File: src/rtl/fir_mac_sequencer.sv
// Time-multiplexed I/Q FIR: one multiplier/accumulator steps through the I taps,
// then the Q taps, for every accepted input strobe, then emits the rounded pair.
module fir_mac_sequencer #(
  parameter int  DW   = 24,
  parameter int  TAPS = 13,
  parameter int  CW   = 16,
  parameter real COEF [TAPS] = '{0.0, 0.009, 0.0, -0.0572, 0.0, 0.2984, 0.4996,
                                 0.2984, 0.0, -0.0572, 0.0, 0.009, 0.0}
) (
  input  logic          clk,
  input  logic          rst_n,
  input  logic          en,
  input  logic [DW-1:0] iin,
  input  logic [DW-1:0] qin,
  output logic [DW-1:0] iout,
  output logic [DW-1:0] qout,
  output logic          out_valid,
  output logic          busy,
  output logic          overrun,
  input  logic          clr_ovr
);

  localparam int KW = (TAPS > 1) ? $clog2(TAPS) : 1;
  localparam int PW = DW + CW;
  localparam int AW = DW + CW + $clog2(TAPS);

  localparam logic signed [AW-1:0] ONE  = AW'(64'sd1);
  localparam logic signed [AW-1:0] RND  = ONE <<< (CW - 2);
  localparam logic signed [AW-1:0] OMAX = (ONE <<< (DW - 1)) - ONE;
  localparam logic signed [AW-1:0] OMIN = -(ONE <<< (DW - 1));

  typedef enum logic [1:0] {
    IDLE  = 2'd0,
    MAC_I = 2'd1,
    MAC_Q = 2'd2,
    OUT   = 2'd3
  } state_t;

  // Real coefficient to signed Q1.(CW-1): round half away from zero, then clip.
  function automatic logic signed [CW-1:0] quant(input real r);
    real    s;
    longint v;
    longint cmax;
    longint cmin;
    cmax = (64'sd1 <<< (CW - 1)) - 64'sd1;
    cmin = -(64'sd1 <<< (CW - 1));
    s = r * (2.0 ** (CW - 1));
    if (s >= 0.0) v = longint'($rtoi(s + 0.5));
    else          v = -longint'($rtoi(0.5 - s));
    if (v > cmax)      v = cmax;
    else if (v < cmin) v = cmin;
    return CW'(v);
  endfunction

  // Drop CW-1 fraction bits with round-half-up, then saturate to DW bits.
  function automatic logic [DW-1:0] round_sat(input logic signed [AW-1:0] a);
    logic signed [AW-1:0] r;
    r = (a + RND) >>> (CW - 1);
    if (r > OMAX)      return OMAX[DW-1:0];
    else if (r < OMIN) return OMIN[DW-1:0];
    else               return r[DW-1:0];
  endfunction

  state_t                 state_r, state_s;
  logic [KW-1:0]          k_r;
  logic signed [DW-1:0]   d_i_r [TAPS];
  logic signed [DW-1:0]   d_q_r [TAPS];
  logic signed [AW-1:0]   acc_i_r, acc_q_r;
  logic [DW-1:0]          iout_r, qout_r;
  logic                   out_valid_r, overrun_r;
  logic signed [CW-1:0]   coef_s [TAPS];
  logic signed [DW-1:0]   sample_s;
  logic signed [CW-1:0]   coef_sel_s;
  logic signed [PW-1:0]   prod_s;
  logic                   last_tap_s;

  genvar g;
  for (g = 0; g < TAPS; g++) begin : g_coef
    localparam logic signed [CW-1:0] C = quant(COEF[g]);
    assign coef_s[g] = C;
  end

  assign last_tap_s = (k_r == KW'(TAPS - 1));
  assign busy       = (state_r != IDLE);
  assign iout       = iout_r;
  assign qout       = qout_r;
  assign out_valid  = out_valid_r;
  assign overrun    = overrun_r;

  // State register.
  always_ff @(posedge clk or negedge rst_n) begin
    if (!rst_n) state_r <= IDLE;
    else        state_r <= state_s;
  end

  // Next-state logic: I taps, then Q taps, then one output cycle.
  always_comb begin
    state_s = state_r;
    case (state_r)
      IDLE:    if (en) state_s = MAC_I; else state_s = IDLE;
      MAC_I:   if (last_tap_s) state_s = MAC_Q; else state_s = MAC_I;
      MAC_Q:   if (last_tap_s) state_s = OUT; else state_s = MAC_Q;
      OUT:     state_s = IDLE;
      default: state_s = IDLE;
    endcase
  end

  // Shared multiplier: operand mux follows the channel being accumulated.
  always_comb begin
    if (state_r == MAC_Q) sample_s = d_q_r[k_r];
    else                  sample_s = d_i_r[k_r];
    coef_sel_s = coef_s[k_r];
    prod_s     = PW'(sample_s) * PW'(coef_sel_s);
  end

  // Delay lines, accumulators, tap index and output registers.
  always_ff @(posedge clk or negedge rst_n) begin
    if (!rst_n) begin
      for (int k = 0; k < TAPS; k++) begin
        d_i_r[k] <= '0;
        d_q_r[k] <= '0;
      end
      acc_i_r     <= '0;
      acc_q_r     <= '0;
      k_r         <= '0;
      iout_r      <= '0;
      qout_r      <= '0;
      out_valid_r <= 1'b0;
    end else begin
      out_valid_r <= 1'b0;
      case (state_r)
        IDLE: begin
          if (en) begin
            for (int k = TAPS - 1; k > 0; k--) begin
              d_i_r[k] <= d_i_r[k-1];
              d_q_r[k] <= d_q_r[k-1];
            end
            d_i_r[0] <= iin;
            d_q_r[0] <= qin;
            acc_i_r  <= '0;
            acc_q_r  <= '0;
            k_r      <= '0;
          end
        end
        MAC_I: begin
          acc_i_r <= acc_i_r + AW'(prod_s);
          k_r     <= last_tap_s ? {KW{1'b0}} : k_r + KW'(1);
        end
        MAC_Q: begin
          acc_q_r <= acc_q_r + AW'(prod_s);
          k_r     <= last_tap_s ? {KW{1'b0}} : k_r + KW'(1);
        end
        OUT: begin
          iout_r      <= round_sat(acc_i_r);
          qout_r      <= round_sat(acc_q_r);
          out_valid_r <= 1'b1;
        end
        default: begin
          k_r <= '0;
        end
      endcase
    end
  end

  // Sticky overrun; a new drop outranks a simultaneous clear.
  always_ff @(posedge clk or negedge rst_n) begin
    if (!rst_n)              overrun_r <= 1'b0;
    else if (en && busy)     overrun_r <= 1'b1;
    else if (clr_ovr)        overrun_r <= 1'b0;
    else                     overrun_r <= overrun_r;
  end

endmodule

File: config.mk
export PLATFORM = sky130hd
export DESIGN_NAME = fir_mac_sequencer
export DESIGN_NICKNAME = d
export VERILOG_FILES = /design/src/rtl/fir_mac_sequencer.sv
export SDC_FILE = /design/constraint.sdc
export NUM_CORES = 2
export LEC_CHECK = 0
export CORE_ASPECT_RATIO = 2
export CORE_UTILIZATION = 50
export CTS_CLUSTER_SIZE = 12
export DETAILED_ROUTE_END_ITERATION = 7
export PLACE_DENSITY_LB_ADDON = 0.3
export SLEW_MARGIN = 25
export SYNTH_ARGS = -nofsm -noshare
export SYNTH_HDL_FRONTEND = slang
export SYNTH_SLANG_ARGS = --single-unit
File: constraint.sdc
create_clock -name clk -period 25.6 [get_ports clk]
set_input_delay 2.56 -clock clk [delete_from_list [all_inputs] [get_ports clk]]
set_output_delay 2.56 -clock clk [all_outputs]
set_load 0.005 [all_outputs]
==> results_dict.tcl <==
set metrics [dict create \
    grt_max_degree 110 \
    hold_class "flip-flop to flip-flop" \
    path_max_fanout 78 \
    grt_antenna_before_repair 4 \
    overflow 0 \
    place_inst 7079 \
    portBuffers 102 \
    rsz0062_at_grt "false" \
    relSlewSlack 0.191 \
    hold_viol 0 \
    max_freq_ghz 0.0760 \
    async_flop_share 1.00 \
    drv_cap 0 \
    ant_nets 0 \
    post_cts_resize_count 0 \
    gp_congestion 1.03 \
    track_usage 0.302 \
    avgViaCountPerCell 5.65 \
    wl_per_cell_um 21.5 \
    synth_top_area_frac 0.367 \
    crit_arrival_ns 13.73 \
    critPathRequiredTime_ns 26.17 \
    synth_area_per_cell_um2 8.97 \
    finalNonFillerCells 7190 \
    die_x_um 231 \
    syn_nets 6460 \
    fin_crit_ns 13.16 \
    die_h_um 460 \
    synthTopCellsByArea "dfrtp_1 37%, nand2_1 16%, fa_1 14%" \
    tightestPinTransition_ns 1.21 \
    yosysMostFrequentCell "nand2_1" \
    clock-sinks 768 \
    ys_warn_count 0 \
    area_growth_pct 9.00 \
    ys_seq_elements 768 \
    drt-total-wl_mm 155 \
    root_buffer "clkbuf_16" \
    synth_edf_count 0 \
    io_pins 103 \
    core_um2 104000 \
    yosysTopAreaCell "dfrtp_1" \
    fin_hold_ws_ns 0.474 \
    cts-htree-levels 3 \
    grt_pass1_vias 42700 \
    yosys-top-cells-count "2204 x nand2_1, 768 x dfrtp_1, 538 x inv_1, 376 x fa_1, 238 x clkbuf_1" \
    drive_gt1_frac 0.0636 \
    yosysUniqueCellTypes 72 \
    maxSlewViolCount 0 \
    path_clk_slew_ns 0.06 \
    fill_cells 9418 \
    ff2ff_setup_slack_ns 12.44 \
    dieArea_um2 106000 \
    synth_flop_cell "dfrtp_1" \
    dr.pass1.iters 8 \
    critPathLaunchType "flip-flop" \
    grt_pass1_wl_mm 242 \
    regArea_um2 19200 \
    vias 40600 \
    multi_input_area_um2 30100 \
    row_count 167 \
    cp_common_cell "fa_1" \
    drc_errors 0 \
    post_cts_buffers 0 \
    setup_violations 0 \
    cts_made_buffers 77 \
    nNetsFinal 6432 \
    cts_tree "done" \
    cts_max_path_buffers 3 \
    finalSetupTns_ns 0 \
    drt_iter0_markers 2785 \
    clock_skew_ns 0.0413 \
    ys_seq_area_frac 0.367 \
    max_stage_delay_ns 0.87 \
    hold_buffers 0 \
    status "finished clean" \
    synth_cells 5837 \
    timing.final.crit_share 0.514 \
    slowest_stage "dfrtp_4" \
    initial_core_util 0.505 \
    synthesis.area_um2 52400 \
    hpwl_mm 113 \
    endpoint_kind "flip-flop" \
    path_class "flip-flop to flip-flop" \
    clk_latency_ns 0.71 \
]
[flip-flops by register name (all words and copies together) (netlist names), 4 cells and up, named ones only]
register,cells
iout,24
k_r,4
d_i_r,312
d_q_r,312
acc_q_r,44
acc_i_r,44
qout,24
[worst paths after layout]
kind                          start          end  depth (start not counted)
max                          k_r[0]  acc_i_r[43]                         35
min                        iout[10]     iout[10]                          1
max reg2reg                  k_r[0]  acc_i_r[43]                         35
min reg2reg                iout[10]     iout[10]                          1
max in group asynchronous     rst_n   d_i_r[296]                          5
min in group asynchronous     rst_n    d_q_r[92]                          1
[cells in the final DEF (no fill, tap or decap), drive strengths merged, types with 84 or more instances in the layout]
cell / instances
nor2: 217
dfrtp: 768
fa: 376
mux4: 143
clkdlybuf4s50: 101
ha: 195
clkbuf: 93
o21ai: 135
xnor2: 89
a21oi: 135
nand2: 2204
inv: 541
a21o: 84
[metrics by stage]
step | worst slack (ns) | utilization | area (um^2)
floorplan | 14.99 | - | 52400
global placement | 12.42 | 0.527 | 54600
detailed placement | 12.37 | 0.527 | 54600
CTS | 12.31 | 0.549 | 56900
global route | 11.54 | 0.551 | 57100
finish | 12.44 | 0.551 | 57100
[cells by family (layout without fill, tap and decap cells)]
kind of cell / Yosys count / in the layout / share of synthesized area
compound gates: 686 / 686 / 0.0894
flops: 768 / 768 / 0.367
mux: 157 / 157 / 0.0643
xor+xnor: 155 / 155 / 0.0259
fa+ha+maj: 571 / 571 / 0.190
other cells: 0 / 2 / 0
buf+inv: 820 / 819 / 0.0591
simple gates: 2680 / 2680 / 0.204
[cell type report]
| cell class | count | area share |
|---|---|---|
| antenna | 2 | 0.0000877 |
| clock buffer | 93 | 0.0364 |
| clock inverter | 13 | 0.00436 |
| inverter | 541 | 0.0356 |
| multi-input combinational | 4249 | 0.528 |
| sequential | 768 | 0.337 |
| tap | 1352 | 0.0296 |
| timing repair buffer | 172 | 0.0288 |
[critical path, delay by kind of cell (launching register included)]
family,cells,cell delay (ns)
xor+xnor,2,0.70
simple gates,3,0.38
fa+ha+maj,8,3.95
flops,1,0.87
compound gates,17,4.87
buf+inv,4,1.46
mux,1,0.58
[layer usage]
| layer | GRT usage | part of all wire | vias up | routed length [um] |
|---|---|---|---|---|
| li1 | - | - | 18700 | - |
| met1 | 0.300 | 0.33 | 20200 | 51100 |
| met2 | 0.541 | 0.53 | 1157 | 81600 |
| met3 | 0.0449 | 0.041 | 536 | 6290 |
| met4 | 0.265 | 0.10 | 0 | 15800 |
| met5 | 0 | 0 | - | 0 |
Power is left out: the tool's default activity adds up to more than one toggle a clock period on the data nets, which glitch-free logic cannot reach.
